--- config.mk ---
export PLATFORM = sky130hd
export DESIGN_NAME = sum_sub_nbit_ncc_flat
export DESIGN_NICKNAME = d
export VERILOG_FILES = /design/src/rtl/sum_sub_pkg.sv /design/src/rtl/sum_sub_nbit_ncc_if.sv /design/src/rtl/digit_adder_w.sv /design/src/rtl/sum_sub_nbit_ncc.sv /design/src/flat_wrapper.sv
export SDC_FILE = /design/constraint.sdc
export NUM_CORES = 1
export LEC_CHECK = 0
export CORE_AREA = 2 2 39 41
export DETAILED_ROUTE_END_ITERATION = 8
export DIE_AREA = 0 0 41 43
export PLACE_DENSITY = 0.68
export SETUP_SLACK_MARGIN = 0.1
export SLEW_MARGIN = 40
export SYNTH_ARGS = -nofsm -noshare
export SYNTH_HDL_FRONTEND = slang
export SYNTH_HIERARCHICAL = 1
export SYNTH_SLANG_ARGS = --single-unit
--- constraint.sdc ---
create_clock -name clk -period 2.3 [get_ports clk]
set_input_delay 0.345 -clock clk [delete_from_list [all_inputs] [get_ports clk]]
set_output_delay 0.345 -clock clk [all_outputs]
set_load 0.005 [all_outputs]
--- src/rtl/sum_sub_pkg.sv ---
// Shared types and helpers for the digit-serial adder/subtractor.
//   state_e    : word-framing FSM states.
//   clog2      : ceiling log2 for sizing the digit counter.
//   cnt_width  : digit counter width, never narrower than one bit.
package sum_sub_pkg;

   typedef enum logic [0:0] {IDLE, RUN} state_e;

   function automatic int unsigned clog2(input int unsigned v);
      int unsigned r;
      int unsigned x;
      r = 0;
      x = (v == 0) ? 0 : v - 1;
      while (x > 0) begin
         r++;
         x = x >> 1;
      end
      return r;
   endfunction

   function automatic int unsigned cnt_width(input int unsigned cc);
      return (cc <= 1) ? 1 : clog2(cc);
   endfunction

endpackage

--- src/rtl/sum_sub_nbit_ncc_if.sv ---
// Digit stream bundle for sum_sub_nbit_ncc.
//   start/sub/in_valid/g_input/e_input : beat from the producer.
//   o/out_valid/last                    : combinational result digit and framing.
//   done/carry_out/overflow             : registered end-of-word status.
// master drives the beats, slave is the arithmetic block.
interface sum_sub_nbit_ncc_if #(
   parameter int unsigned W = 1
);
   logic         start;
   logic         sub;
   logic         in_valid;
   logic [W-1:0] g_input;
   logic [W-1:0] e_input;
   logic [W-1:0] o;
   logic         out_valid;
   logic         last;
   logic         done;
   logic         carry_out;
   logic         overflow;

   modport master (
      output start, sub, in_valid, g_input, e_input,
      input  o, out_valid, last, done, carry_out, overflow
   );

   modport slave (
      input  start, sub, in_valid, g_input, e_input,
      output o, out_valid, last, done, carry_out, overflow
   );
endinterface

--- src/rtl/digit_adder_w.sv ---
// W-bit combinational ripple adder for one digit.
//   a, b     : operand digits (b already conditionally inverted by the caller).
//   cin      : carry into bit 0.
//   s        : sum digit.
//   cout     : carry out of bit W-1.
//   c_msb_in : carry into bit W-1 (needed for signed overflow).
// Each carry uses c ^ ((a ^ c) & (b ^ c)): one AND per bit, the rest XOR,
// which keeps the non-free gate count minimal in a garbled netlist.
module digit_adder_w #(
   parameter int unsigned W = 1
) (
   input  logic [W-1:0] a,
   input  logic [W-1:0] b,
   input  logic         cin,
   output logic [W-1:0] s,
   output logic         cout,
   output logic         c_msb_in
);
   logic [W:0] c;

   assign c[0] = cin;

   for (genvar i = 0; i < W; i++) begin : g_bit
      assign s[i]   = a[i] ^ b[i] ^ c[i];
      assign c[i+1] = c[i] ^ ((a[i] ^ c[i]) & (b[i] ^ c[i]));
   end

   assign cout     = c[W];
   assign c_msb_in = c[W-1];
endmodule

--- src/rtl/sum_sub_nbit_ncc.sv ---
// Digit-serial two's-complement adder/subtractor, W bits per beat, LSB digit
// first, CC = N/W beats per word.
//   clk, rst : clock and synchronous active-high reset.
//   bus      : slave side of sum_sub_nbit_ncc_if (beats in, digits and flags out).
// The result digit is combinational from the current beat; carry, mode, digit
// count and the end-of-word flags are registered.
module sum_sub_nbit_ncc
   import sum_sub_pkg::*;
#(
   parameter int unsigned N = 32,
   parameter int unsigned W = 1
) (
   input logic               clk,
   input logic               rst,
   sum_sub_nbit_ncc_if.slave bus
);
   localparam int unsigned CC    = N / W;
   localparam int unsigned CNT_W = cnt_width(CC);
   localparam logic [CNT_W-1:0] CNT_LAST = CNT_W'(CC - 1);

   if (W == 0 || W > N || (N % W) != 0) begin : g_bad_params
      $error("sum_sub_nbit_ncc: N must be a non-zero multiple of W");
   end

   state_e           state_q, state_d;
   logic [CNT_W-1:0] cnt_q, cnt_d;
   logic             carry_q, carry_d;
   logic             mode_q, mode_d;
   logic             carry_out_q, carry_out_d;
   logic             overflow_q, overflow_d;
   logic             done_q, done_d;

   logic             start_beat, accept, last_beat;
   logic             mode_eff, cin;
   logic [W-1:0]     b_eff, sum;
   logic             dig_cout, dig_c_msb;

   // A start beat opens a new word in any state, abandoning one in flight.
   assign start_beat = bus.in_valid & bus.start;
   assign accept     = bus.in_valid & (bus.start | (state_q == RUN));
   assign mode_eff   = start_beat ? bus.sub : mode_q;
   assign cin        = start_beat ? bus.sub : carry_q;
   assign b_eff      = bus.e_input ^ {W{mode_eff}};
   assign last_beat  = accept & (start_beat ? (CC == 1) : (cnt_q == CNT_LAST));

   digit_adder_w #(
      .W(W)
   ) u_digit (
      .a        (bus.g_input),
      .b        (b_eff),
      .cin      (cin),
      .s        (sum),
      .cout     (dig_cout),
      .c_msb_in (dig_c_msb)
   );

   always_comb begin
      state_d     = state_q;
      cnt_d       = cnt_q;
      carry_d     = carry_q;
      mode_d      = mode_q;
      carry_out_d = carry_out_q;
      overflow_d  = overflow_q;
      done_d      = 1'b0;
      if (accept) begin
         carry_d = dig_cout;
         mode_d  = mode_eff;
         if (last_beat) begin
            state_d     = IDLE;
            cnt_d       = '0;
            done_d      = 1'b1;
            carry_out_d = dig_cout;
            overflow_d  = dig_c_msb ^ dig_cout;
         end else begin
            state_d = RUN;
            cnt_d   = start_beat ? CNT_W'(1) : cnt_q + 1'b1;
         end
      end
   end

   always_ff @(posedge clk) begin
      if (rst) begin
         state_q     <= IDLE;
         cnt_q       <= '0;
         carry_q     <= 1'b0;
         mode_q      <= 1'b0;
         carry_out_q <= 1'b0;
         overflow_q  <= 1'b0;
         done_q      <= 1'b0;
      end else begin
         state_q     <= state_d;
         cnt_q       <= cnt_d;
         carry_q     <= carry_d;
         mode_q      <= mode_d;
         carry_out_q <= carry_out_d;
         overflow_q  <= overflow_d;
         done_q      <= done_d;
      end
   end

   assign bus.o         = sum;
   assign bus.out_valid = accept;
   assign bus.last      = last_beat;
   assign bus.done      = done_q;
   assign bus.carry_out = carry_out_q;
   assign bus.overflow  = overflow_q;
endmodule
--- src/flat_wrapper.sv ---
// flat-port wrapper written by rule: the top's interface ports become plain ports
module sum_sub_nbit_ncc_flat import sum_sub_pkg::*;
#(
   parameter int unsigned N = 32,
   parameter int unsigned W = 1
)
  (clk, rst, bus_start, bus_sub, bus_in_valid, bus_g_input, bus_e_input, bus_o, bus_out_valid, bus_last, bus_done, bus_carry_out, bus_overflow);
  sum_sub_nbit_ncc_if #(.W(W)) bus_i ();
  input logic clk;
  input logic rst;
  input wire logic [$bits(bus_i.start)-1:0] bus_start;
  input wire logic [$bits(bus_i.sub)-1:0] bus_sub;
  input wire logic [$bits(bus_i.in_valid)-1:0] bus_in_valid;
  input wire logic [$bits(bus_i.g_input)-1:0] bus_g_input;
  input wire logic [$bits(bus_i.e_input)-1:0] bus_e_input;
  output wire logic [$bits(bus_i.o)-1:0] bus_o;
  output wire logic [$bits(bus_i.out_valid)-1:0] bus_out_valid;
  output wire logic [$bits(bus_i.last)-1:0] bus_last;
  output wire logic [$bits(bus_i.done)-1:0] bus_done;
  output wire logic [$bits(bus_i.carry_out)-1:0] bus_carry_out;
  output wire logic [$bits(bus_i.overflow)-1:0] bus_overflow;
  assign bus_i.start = bus_start;
  assign bus_i.sub = bus_sub;
  assign bus_i.in_valid = bus_in_valid;
  assign bus_i.g_input = bus_g_input;
  assign bus_i.e_input = bus_e_input;
  assign bus_o = bus_i.o;
  assign bus_out_valid = bus_i.out_valid;
  assign bus_last = bus_i.last;
  assign bus_done = bus_i.done;
  assign bus_carry_out = bus_i.carry_out;
  assign bus_overflow = bus_i.overflow;
  sum_sub_nbit_ncc #(.N(N), .W(W)) u_core (.clk(clk), .rst(rst), .bus(bus_i));
endmodule
==> out/summary.txt <==
synthesized netlist net count: 66
wire length on met1: 511 um
outcome: completed
die width: 41 um
Fill cells: 121
met3 wire len: 29 um
leading cell type in the layout, fill and taps excluded: dfxtp_1
full die area: 1763 um^2
Mapped Area: 544.3 um^2
crit path DAT: 1.77 ns
FF+latch area: 225.2 um^2
Yosys top cell area share: 40.46%
initial drt markers: 6
global-route wire length before repair: 1690 um
Yosys top cell by area: dfxtp_1
I/O pin cnt: 13
Max Cap Viol: 0
WL final: 1009 um
CTS max path bufs: 2
yosys warns: 6
CTS tree: done
syn avg cell area: 9.549 um^2
crit-path max FO: 2
metal2 WL: 456 um
Post-DP HPWL: 757.2 um
Final Max Slew Viols: 0
initial antenna violation count: 0
post-route ant nets: 0
Worst-path clk slew: 0.07 ns
GRT Util Overall: 14.43%
Pwr Density: 519.3 nW/um^2
clock latency on the worst-skew pair: 0.26 ns
Final Hold Viols: 0
final clock skew: 0.001252 ns
largest net degree at the start of global routing: 12
root buf cell: clkbuf_4
Leakage: 0.3132 nW
CTS H-tree lvls: 1
Fmax achieved: 0.4731 GHz
Setup Viol. Count Final: 0
non-filler cells, final: 93
CTS Hold Bufs: 0
Overall Power: 0.0003989 W
Synth-to-Final Area Change: 41.15%
FF+latch count, synth: 11
synth top area cells: dfxtp_1, nand2_1, a21oi_1
final period utilization: 91.89%
Via Count: 465
worst slew pin tran: 0.4179 ns
post-DR vias/cell: 5.000
Starting Density: 39.33%
Max IR drop VDD: 0.2114 mV
unrepaired setup endpoints after global routing: no
area of the multi-input gates: 325.3 um^2
core area: 1384 um^2
vias in the first global route: 426
Yosys cell types: 28
commonest non-fill, non-tap cells in the layout: dfxtp_1, clkdlybuf4s50_1, nand2_1, buf_4, nor2_1
highest metal used: met4
CP Launch Type: primary input
Final GP Congestion: 0.7602
Avg WL per Cell: 10.85 um
Req. time, crit path: 1.96 ns
min-delay worst type: reg -> reg
Ant. Diodes: 0
Placed Instances: 88
clk sinks: 11
drt pass-1 iters: 3
CTS buffer count: 3
Cells after Synth: 57
Cell Rows: 14
final-stage net count: 87
worst relative slew slack: 72.05%
DIE HEIGHT: 43 um
DRC: 0
type of the worst setup path: in -> out
total grt overflow: 0
crit path capture type: primary output
share of post-route cells with drive strength above 1: 27.27%
sequential area share after synthesis: 40.46%
Port-buffer cells: 12
post-layout minimum cycle time: 2.114 ns
-- worst max-delay path: stages --
cell and delay, ns:
clkdlybuf4s50_1 0.46, and3_4 0.19, a21o_1 0.11, xor3_1 0.39, dlygate4sd2_1 0.27
-- registers in the layout, indices dropped and copies added, names as in the netlist --
signal / count
u_core/cnt_q: 5
u_core/mode_q: 1
u_core/bus.done: 1
u_core/bus.carry_out: 1
u_core/bus.overflow: 1
u_core/state_q: 1
u_core/carry_q: 1
-- where the power goes --
| part | internal (W) | switching (W) |
|---|---|---|
| Clock | 0.0000669 | 0.0000611 |
| Sequential | 0.000195 | 0.00000472 |
| Combinational | 0.0000430 | 0.0000284 |
-- synth_stat cells --
cell      count
a211oi_1      1
a21o_1        1
a21oi_1       5
a22oi_1       2
a311oi_1      1
a311oi_2      1
a41oi_2       1
and3_1        2
and4b_1       1
and4bb_4      1
buf_2         1
buf_4         1
clkbuf_1      1
dfxtp_1      11
ha_1          2
inv_2         1
maj3_1        1
mux2i_1       1
nand2_1       8
nand2b_1      1
nand3_1       1
nor2_1        5
nor2b_1       1
nor3b_1       1
o21ai_0       1
o21ai_1       1
xnor2_1       2
xor3_1        1
-- repair_timing --
action,in CTS,in global routing
setup endpoints to repair,2,0
buffers inserted,1,0
gates resized for setup,12,0
-- metrics by stage --
stage / setup WS, ns / util (%) / area (um^2) / setup TNS [ns] / hold WS, ns
floorplan: 0.5883 / - / 544.3 / 0 / 0.4166
global route: 0.1253 / 55.52 / 768.2 / 0 / 0.4839
finish: 0.1864 / 55.52 / 768.2 / 0 / 0.4660
CTS: 0.1834 / 55.52 / 768.2 / 0 / 0.4681
detailed placement: -0.3011 / 51.54 / 713.2 / -0.3070 / 0.4578
global placement: -0.2836 / 51.54 / 713.2 / -0.2836 / 0.4533
-- layout make-up --
class                           instances  share of cell area (%)
Timing Repair Buffer                   19                   21.82
Tap cell                               16                   2.606
Clock buffer                            4                   3.420
Inverter                                1                  0.4886
Multi-Input combinational cell         42                   42.35
Sequential cell                        11                   29.32
-- cells by family after synthesis --
| kind of cell | share of synthesized area [%] |
|---|---|
| buf+inv | 3.676 |
| simple gates | 20.69 |
| xor+xnor | 7.586 |
| mux | 1.839 |
| flops | 40.46 |
| fa+ha+maj | 6.436 |
| compound gates | 19.31 |
-- metal layers --
metal / vias up / GRT usage (%)
met5: - / 0
met4: 0 / 10.00
met3: 2 / 4.712
met2: 6 / 18.75
met1: 214 / 19.28
li1: 243 / -
-- worst paths after layout --
check                  start              end  slack (ns)  depth (start not counted)
max                  bus_sub            bus_o        0.19                          5
min reg2reg   u_core/carry_q   u_core/carry_q        0.47                          2
min           u_core/carry_q   u_core/carry_q        0.47                          2
max reg2reg  u_core/cnt_q[0]  u_core/cnt_q[3]        0.52                          6
(Power assumes the default switching activity.)
